<file path="src/rtl/rand_pkg.sv">
// Shared types and constants for the random-number dispenser.
// The LFSR taps live only in rand_lfsr10; this package holds the rest.
package rand_pkg;

  typedef enum logic [1:0] {IDLE, DRAW, DELIVER} rd_state_t;

  localparam int LFSR_W = 10;
  localparam logic [LFSR_W-1:0] LFSR_RESET = 10'h000;

  // A zero bound means the full LFSR range, which never includes 0x3FF.
  function automatic logic draw_accept(input logic [LFSR_W-1:0] state,
                                       input logic [LFSR_W-1:0] bound);
    draw_accept = (bound == '0) || (state < bound);
  endfunction

endpackage

</file>
<file path="src/rtl/rand_lfsr10.sv">
// Free-running 10-bit XNOR LFSR, period 1023; the all-ones state is the lock-up state
// and is unreachable from the reset value of zero.
module rand_lfsr10
  import rand_pkg::*;
(
  input  logic              clk,
  input  logic              reset,
  output logic [LFSR_W-1:0] q
);

  always_ff @(posedge clk or negedge reset) begin
    if (!reset) begin
      q <= LFSR_RESET;
    end else begin
      q <= {q[3] ~^ q[0], q[LFSR_W-1:1]};
    end
  end

endmodule

</file>
<file path="src/rtl/rand_dispenser.sv">
// Round-robin dispenser of bounded random draws from one shared LFSR.
// Each requester gets a rejection-sampled value below its latched limit.
module rand_dispenser
  import rand_pkg::*;
#(
  parameter int N_REQ = 4,
  parameter int WIDTH = 10
) (
  input  logic                   clk,
  input  logic                   reset,
  input  logic [N_REQ-1:0]       req,
  input  logic [N_REQ*WIDTH-1:0] limit,
  output logic [N_REQ-1:0]       grant,
  output logic [WIDTH-1:0]       value,
  output logic                   busy
);

  localparam int PTR_W = $clog2(N_REQ);

  rd_state_t        r_state;
  logic [PTR_W-1:0] r_rr_ptr;
  logic [PTR_W-1:0] r_owner;
  logic [WIDTH-1:0] r_limit;
  logic [N_REQ-1:0] r_grant;
  logic [WIDTH-1:0] r_value;
  logic             r_busy;

  logic [WIDTH-1:0] w_lfsr;
  logic             w_any;
  logic [PTR_W-1:0] w_pick;
  logic [PTR_W:0]   w_sum;
  logic [PTR_W-1:0] w_idx;
  logic [WIDTH-1:0] w_pick_limit;
  logic [PTR_W-1:0] w_owner_next;
  logic [N_REQ-1:0] w_owner_onehot;

  rand_lfsr10 u_lfsr (
    .clk   (clk),
    .reset (reset),
    .q     (w_lfsr)
  );

  // Scan downward from the farthest candidate so the nearest one at or after rr_ptr wins.
  always_comb begin
    w_any  = 1'b0;
    w_pick = '0;
    w_sum  = '0;
    w_idx  = '0;
    for (int k = N_REQ - 1; k >= 0; k--) begin
      w_sum = {1'b0, r_rr_ptr} + (PTR_W+1)'(k);
      if (w_sum >= (PTR_W+1)'(N_REQ)) begin
        w_sum = w_sum - (PTR_W+1)'(N_REQ);
      end
      w_idx = w_sum[PTR_W-1:0];
      if (req[w_idx]) begin
        w_any  = 1'b1;
        w_pick = w_idx;
      end
    end
  end

  always_comb begin
    w_pick_limit = '0;
    for (int i = 0; i < N_REQ; i++) begin
      if (w_pick == PTR_W'(i)) begin
        w_pick_limit = limit[i*WIDTH +: WIDTH];
      end
    end
  end

  assign w_owner_next   = (r_owner == PTR_W'(N_REQ - 1)) ? '0 : r_owner + PTR_W'(1);
  assign w_owner_onehot = {{(N_REQ-1){1'b0}}, 1'b1} << r_owner;

  always_ff @(posedge clk or negedge reset) begin
    if (!reset) begin
      r_state  <= IDLE;
      r_rr_ptr <= '0;
      r_owner  <= '0;
      r_limit  <= '0;
      r_grant  <= '0;
      r_value  <= '0;
      r_busy   <= 1'b0;
    end else begin
      r_grant <= '0;
      case (r_state)
        IDLE: begin
          if (w_any) begin
            r_owner <= w_pick;
            r_limit <= w_pick_limit;
            r_state <= DRAW;
            r_busy  <= 1'b1;
          end
        end
        DRAW: begin
          // A dropped request abandons the draw but still yields the turn.
          if (!req[r_owner]) begin
            r_rr_ptr <= w_owner_next;
            r_state  <= IDLE;
            r_busy   <= 1'b0;
          end else if (draw_accept(w_lfsr, r_limit)) begin
            r_value <= w_lfsr;
            r_grant <= w_owner_onehot;
            r_state <= DELIVER;
          end
        end
        DELIVER: begin
          r_rr_ptr <= w_owner_next;
          r_state  <= IDLE;
          r_busy   <= 1'b0;
        end
        default: begin
          r_state <= IDLE;
          r_busy  <= 1'b0;
        end
      endcase
    end
  end

  assign grant = r_grant;
  assign value = r_value;
  assign busy  = r_busy;

endmodule

</file>
<file path="config.mk">
export PLATFORM = sky130hd
export DESIGN_NAME = rand_dispenser
export DESIGN_NICKNAME = d
export VERILOG_FILES = /design/src/rtl/rand_pkg.sv /design/src/rtl/rand_lfsr10.sv /design/src/rtl/rand_dispenser.sv
export SDC_FILE = /design/constraint.sdc
export NUM_CORES = 1
export LEC_CHECK = 0
export BUFFER_PORTS_ARGS = -buffer_cell sky130_fd_sc_hd__clkbuf_2
export CORE_MARGIN = 2
export CORE_UTILIZATION = 50
export DETAILED_ROUTE_END_ITERATION = 10
export PLACE_DENSITY_LB_ADDON = 0.25
export SLEW_MARGIN = 5
export SYNTH_ARGS = -nofsm -noshare
export SYNTH_HDL_FRONTEND = slang
export SYNTH_HIERARCHICAL = 1
export SYNTH_SLANG_ARGS = --single-unit
export TNS_END_PERCENT = 5
</file>
<file path="constraint.sdc">
create_clock -name clk -period 4.6 [get_ports clk]
set_input_delay 0.23 -clock clk [delete_from_list [all_inputs] [get_ports clk]]
set_output_delay 0.23 -clock clk [all_outputs]
set_load 0.05 [all_outputs]
</file>
# After elaboration in Yosys (flattened, before gate mapping)

Cells that the tools add are included.

Bits in registers: 41
Bits of input ports: 46
Word-level logic and storage cells: 86
Output and inout bits: 15

Magnitude comparators: 10
Shift operators: 1
Equal/unequal tests: 9
$add $sub $neg: 8
Bitwise operators: 1
Muxes and demuxes: 39
Reduce and logical (&&, ||, !) cells: 10

Operators with widths:

| cell                                                                          | count |
|---|---|
| 10-bit 2-to-1 mux                                                             | 4 |
| 2-bit 2-to-1 mux                                                              | 13 |
| 2-bit by 3-bit less-than comparator with 1-bit output (second input constant) | 5 |
| 4-bit 2-to-1 mux                                                              | 3 |
| 1-bit 2-to-1 mux                                                              | 11 |
| 1-bit binary-select mux with 2-bit select                                     | 5 |
| 10-bit zero test                                                              | 1 |
| 10-bit less-than comparator                                                   | 1 |
| 3-bit >= comparator (second input constant)                                   | 3 |
| 2-bit == test (second input constant)                                         | 4 |
| 2-bit case mux with 2 select lines                                            | 2 |
| 2-bit AND reduction                                                           | 4 |
| 2-bit by 1-bit subtractor with 2-bit output (second input constant)           | 4 |
| 2-bit by 2-bit adder with 3-bit output (second input constant)                | 2 |
| 2-bit by 1-bit == test with 1-bit output (second input constant)              | 2 |
| 2-bit zero test                                                               | 2 |
| 2-bit != test (second input constant)                                         | 2 |
| 1-bit by 2-bit << shifter with 4-bit output (first input constant)            | 1 |
| 2-bit by 1-bit adder with 3-bit output (second input constant)                | 1 |
| 2-bit by 3-bit >= comparator with 1-bit output (second input constant)        | 1 |
| 3-bit != test (second input constant)                                         | 1 |
| 3-bit AND reduction                                                           | 1 |
| 2-bit by 1-bit adder with 2-bit output (second input constant)                | 1 |
| 1-bit case mux with 2 select lines                                            | 1 |
| other kinds (3)                                                               | 3 |

# Logic depth before layout (Yosys ltp)

Depth in word-level cells: 14
Depth in mapped cells: 8
Mapped depth without buffers: 7

# Modules after synthesis

Netlist, hierarchy kept.

Modules (own cells, without submodules):

| module         | area an instance (um^2) | sequential area each (um^2) | times used | cells each |
|---|---|---|---|---|
| rand_dispenser | 1988.2                  | 775.7                       | 1          | 190 |
| rand_lfsr10    | 259.0                   | 250.2                       | 1          | 11 |

# Least setup slack after synthesis

No wires, ideal clock.

Kind: flip-flop to flip-flop
Start: register r_limit[2]
End: register r_value[5] (netlist: value[5])
Setup time: 0.125 ns
Period minus slack after synthesis: 2.069 ns
Buffers on the path: 1
Slack: 2.531 ns
Data arrival time: 1.944 ns
Stages on the path, launching flop included: 9
Data required time: 4.475 ns
Cells stage by stage: dfrtp_1 > inv_1 > ha_1 > a211o_1 > a31oi_1 > o221ai_1 > a21oi_4 > buf_6 > mux2_4

Cells in the longest elaborated chain, start to end: 3
Elaborated cells on any way between the ends: 4
Classes of those cells: order compare: 1; reduce/logical: 3

RTL lines:

| element                                                         | RTL line              | source |
|---|---|---|
| from (decl)                                                     | rand_dispenser.sv:23  | `logic [WIDTH-1:0] r_limit;` |
| from (signal assigned)                                          | rand_dispenser.sv:89  | `r_limit <= w_pick_limit;` |
| 10-bit less-than comparator or 10-bit zero test (tied branches) | rand_pkg.sv:13        | `draw_accept = (bound == '0) \|\| (state < bound);` |
| 1-bit logical OR (*)                                            | rand_pkg.sv:13        |  |
| 3-bit AND reduction (no line) (*)                               | n/a                   |  |
| to (signal assigned)                                            | rand_dispenser.sv:101 | `r_value <= w_lfsr;` |
| to (decl)                                                       | rand_dispenser.sv:25  | `logic [WIDTH-1:0] r_value;` |

Mark *: on every way between the ends. The rest lies on a longest branch, timed or not.
A chain may end at the register's enable or synchronous reset.

# Final worst setup path

Start: register r_limit[2]
End: register r_value[4] (netlist: value[4])

Same word-level chain as after synthesis.

==> metrics <==
routed via count ~1700; Worst-Skew Late Latency around 0.3 ns; Pwr Density between 600 and 700 nW/um2; largest net degree at the start of global routing 42; Max clock buf depth 2; # hold bufs at CTS 0; CP Buf/Inv Count 1; largest family of logic cells by synthesized area compound AO/OA/AOI/OAI gates; register area share after synthesis 0.457; Detailed Place HPWL 3.41 mm; vias in the first global route ~1600; Synth top area share 0.457; IO buf count 60; Setup Buffers After CTS 0; Worst path slowest cell a21oi_4; 1st-iter DRT viols 96; peak supply drop 345 uV; number of max-cap violations 0; worst r2r path cells 7; CTS-repair resized insts 0; Tcrit/Tclk final 0.507; Routed Antenna Nets 0; clock transition at the registers of the reported paths around 0.08 ns; I/O Pins 61; Fill cells around 360; final setup fails 0; multiplexer area fraction after synthesis 0.0852; Post-Synth Simple-Gate Area 0.157; Post-synth ARST share 1.00; area of the mapped netlist about 2200 um2; height of the die approximately 70 um; Syn Area/Cell ~11 um2; clk_skew approximately 0.0036 ns; die area 5050 um2; largest area contributor in the netlist dfrtp_1; layout cells sized above 1 0.369; crit-path cells inv_1 > ha_1 > a211o_1 > a31oi_1 > o221ai_1 > a21oi_4 > mux2_2; Initial Util 0.516; antenna cells 0; Post-Syn Instances 201; Synth Area in XOR/XNOR 0.00390; largest cells by area after synthesis dfrtp_1 (46%), ha_1 (7.2%), nand3_1 (4.0%); Die X slightly above 70 um; GP Congestion slightly above 0.8; Setup crit end kind flip-flop; most common cell after layout, fill and taps aside clkbuf_2; Met2 Routed Length 2.00 mm; Wirelength per Cell around 14 um; Post-synth EDFFs 0; Ys Warns 6; fmax roughly 430 MHz; CTS tree built; root buf cell clkbuf_8; Seq. cell area 1030 um2; Place WS between 2 and 2.5 ns; M1 WL around 2.2 mm; Crit path max-delay family compound AO/OA/AOI/OAI gates; drt first pass iters 4; setup ws final roughly 2.3 ns; fin crit period between 2 and 2.5 ns; status finished clean; endpoints failing hold 0; Compound-Gate Fraction of Synth Area 0.177; via/cell ratio 5.44; clk sinks between 40 and 50; Hold Crit Class in2async; DRT Wirelength between 4 and 5 mm; Setup Crit Path Kind reg2reg; CP max stage delay around 0.5 ns; Final Non-Filler Cells around 310; first-pass GRT wire length between 7 and 8 mm; syn_nets 260; drt drc 0; met3 routed WL roughly 240 um; Worst path depth 7; slew of the pin with the lowest slew margin slightly below 1 ns; H-tree depth reported by CTS 2; Inserted Clock Buffers 5; final setup TNS 0 ns; Top Layer Used met4; synthesis-to-finish area growth 18.8%; arrival time at the worst endpoint around 2.5 ns; flops & latches, synth between 40 and 50; CP required 4.78 ns; multi-input logic area between 1000 and 1500 um2; most frequent cells in the layout clkbuf_2 (60), dfrtp_1 (41), nand3_1 (18); nets between 300 and 400; Rel. slew slack 0.339; grt total ovfl 0; Worst Setup Start Kind flip-flop; DP Cell Count 304; RSZ-0062 raised after global routing false; Core ar. 4350 um2; adder-cell share of the synthesized area 0.0724; Max Slew Vio Count 0; prevailing post-synth register cell dfrtp_1; # rows 24; synth unique cells 50; Max Fanout on Critical Path 15; antenna violations before repair 0; gr usage total 0.190; LEAKAGE around 1.3 nW
[per-layer routing]
metal | GRT usage | vias to the layer above
met3 | 0.0470 | 6
li1 | - | 853
met2 | 0.285 | 55
met4 | 0.0629 | 0
met1 | 0.274 | 783
met5 | 0 | -
[state kept, by name, indices dropped and copies added, names as in the netlist]
| register | flops |
|---|---|
| busy | 1 |
| grant | 4 |
| r_limit | 10 |
| r_owner | 2 |
| r_rr_ptr | 2 |
| r_state | 2 |
| u_lfsr/q | 10 |
| value | 10 |
[Yosys cell counts, types with 2 or more instances]
library cell,instances
o21a_1,3
a31oi_1,2
o21ai_0,14
or2_1,2
nand2_1,3
dfrtp_1,41
a221o_1,2
mux2_2,7
nor2b_1,2
buf_6,3
a32oi_1,7
inv_1,12
nor2_1,15
buf_2,2
a21oi_1,4
nand3_1,18
nor4_1,2
and2_1,4
ha_1,13
clkbuf_1,2
mux2_4,6
nand2_2,2
o211a_1,8
[cell type report]
class | instances | share of cell area
tap | 52 | 0.0244
clock buffer | 6 | 0.0309
inverter | 12 | 0.0169
multi-input combinational | 139 | 0.417
clock inverter | 2 | 0.0141
sequential | 41 | 0.384
timing repair buffer | 60 | 0.112
[where the power goes]
part	leakage [nW]	total (mW)	switching [mW]	internal (mW)
Combinational	0.767	0.931	0.563	0.367
Sequential	0.501	0.574	0.0873	0.487
Clock	0.0574	0.301	0.125	0.176
[metrics by stage]
| stage | hold slack, ns | power [mW] | area (um2) | util |
|---|---|---|---|---|
| after floorplan | -0.0656 | 1.34 | 2250 | - |
| after global placement | 0.385 | 1.50 | 2550 | 0.586 |
| after detailed placement | 0.399 | 1.51 | 2550 | 0.586 |
| after CTS | 0.110 | 1.82 | 2670 | 0.613 |
| after global routing | 0.159 | 1.94 | 2670 | 0.613 |
| final | 0.0833 | 1.81 | 2670 | 0.613 |
[cell families after synthesis]
| logic type | Yosys count |
|---|---|
| AND/OR/NAND/NOR | 59 |
| AO/OA/AOI/OAI | 52 |
| flip-flops | 41 |
| buffers and inverters | 21 |
| multiplexers | 14 |
| adder cells (fa/ha/maj) | 13 |
| XOR/XNOR | 1 |
[worst register-to-register path: stages, from the launching register on]
cell	delay, ns
dfrtp_1	0.35
inv_1	0.06
ha_1	0.30
a211o_1	0.29
a31oi_1	0.14
o221ai_1	0.20
a21oi_4	0.49
mux2_2	0.40
[path summary, 6_finish.rpt]
| path | from | endpoint | slack, ns |
|---|---|---|---|
| hold reg to reg | u_lfsr/q[2] | u_lfsr/q[1] | 0.41 |
| setup reg to reg | r_limit[2] | value[4] | 2.27 |
| setup / recovery | r_limit[2] | value[4] | 2.27 |
| min in group clk | limit[33] | r_limit[3] | 0.18 |
| max in group asynchronous | reset | u_lfsr/q[2] | 3.90 |
| hold / removal | reset | grant[2] | 0.08 |
No activity file was read; power rests on OpenSTA's default activity.
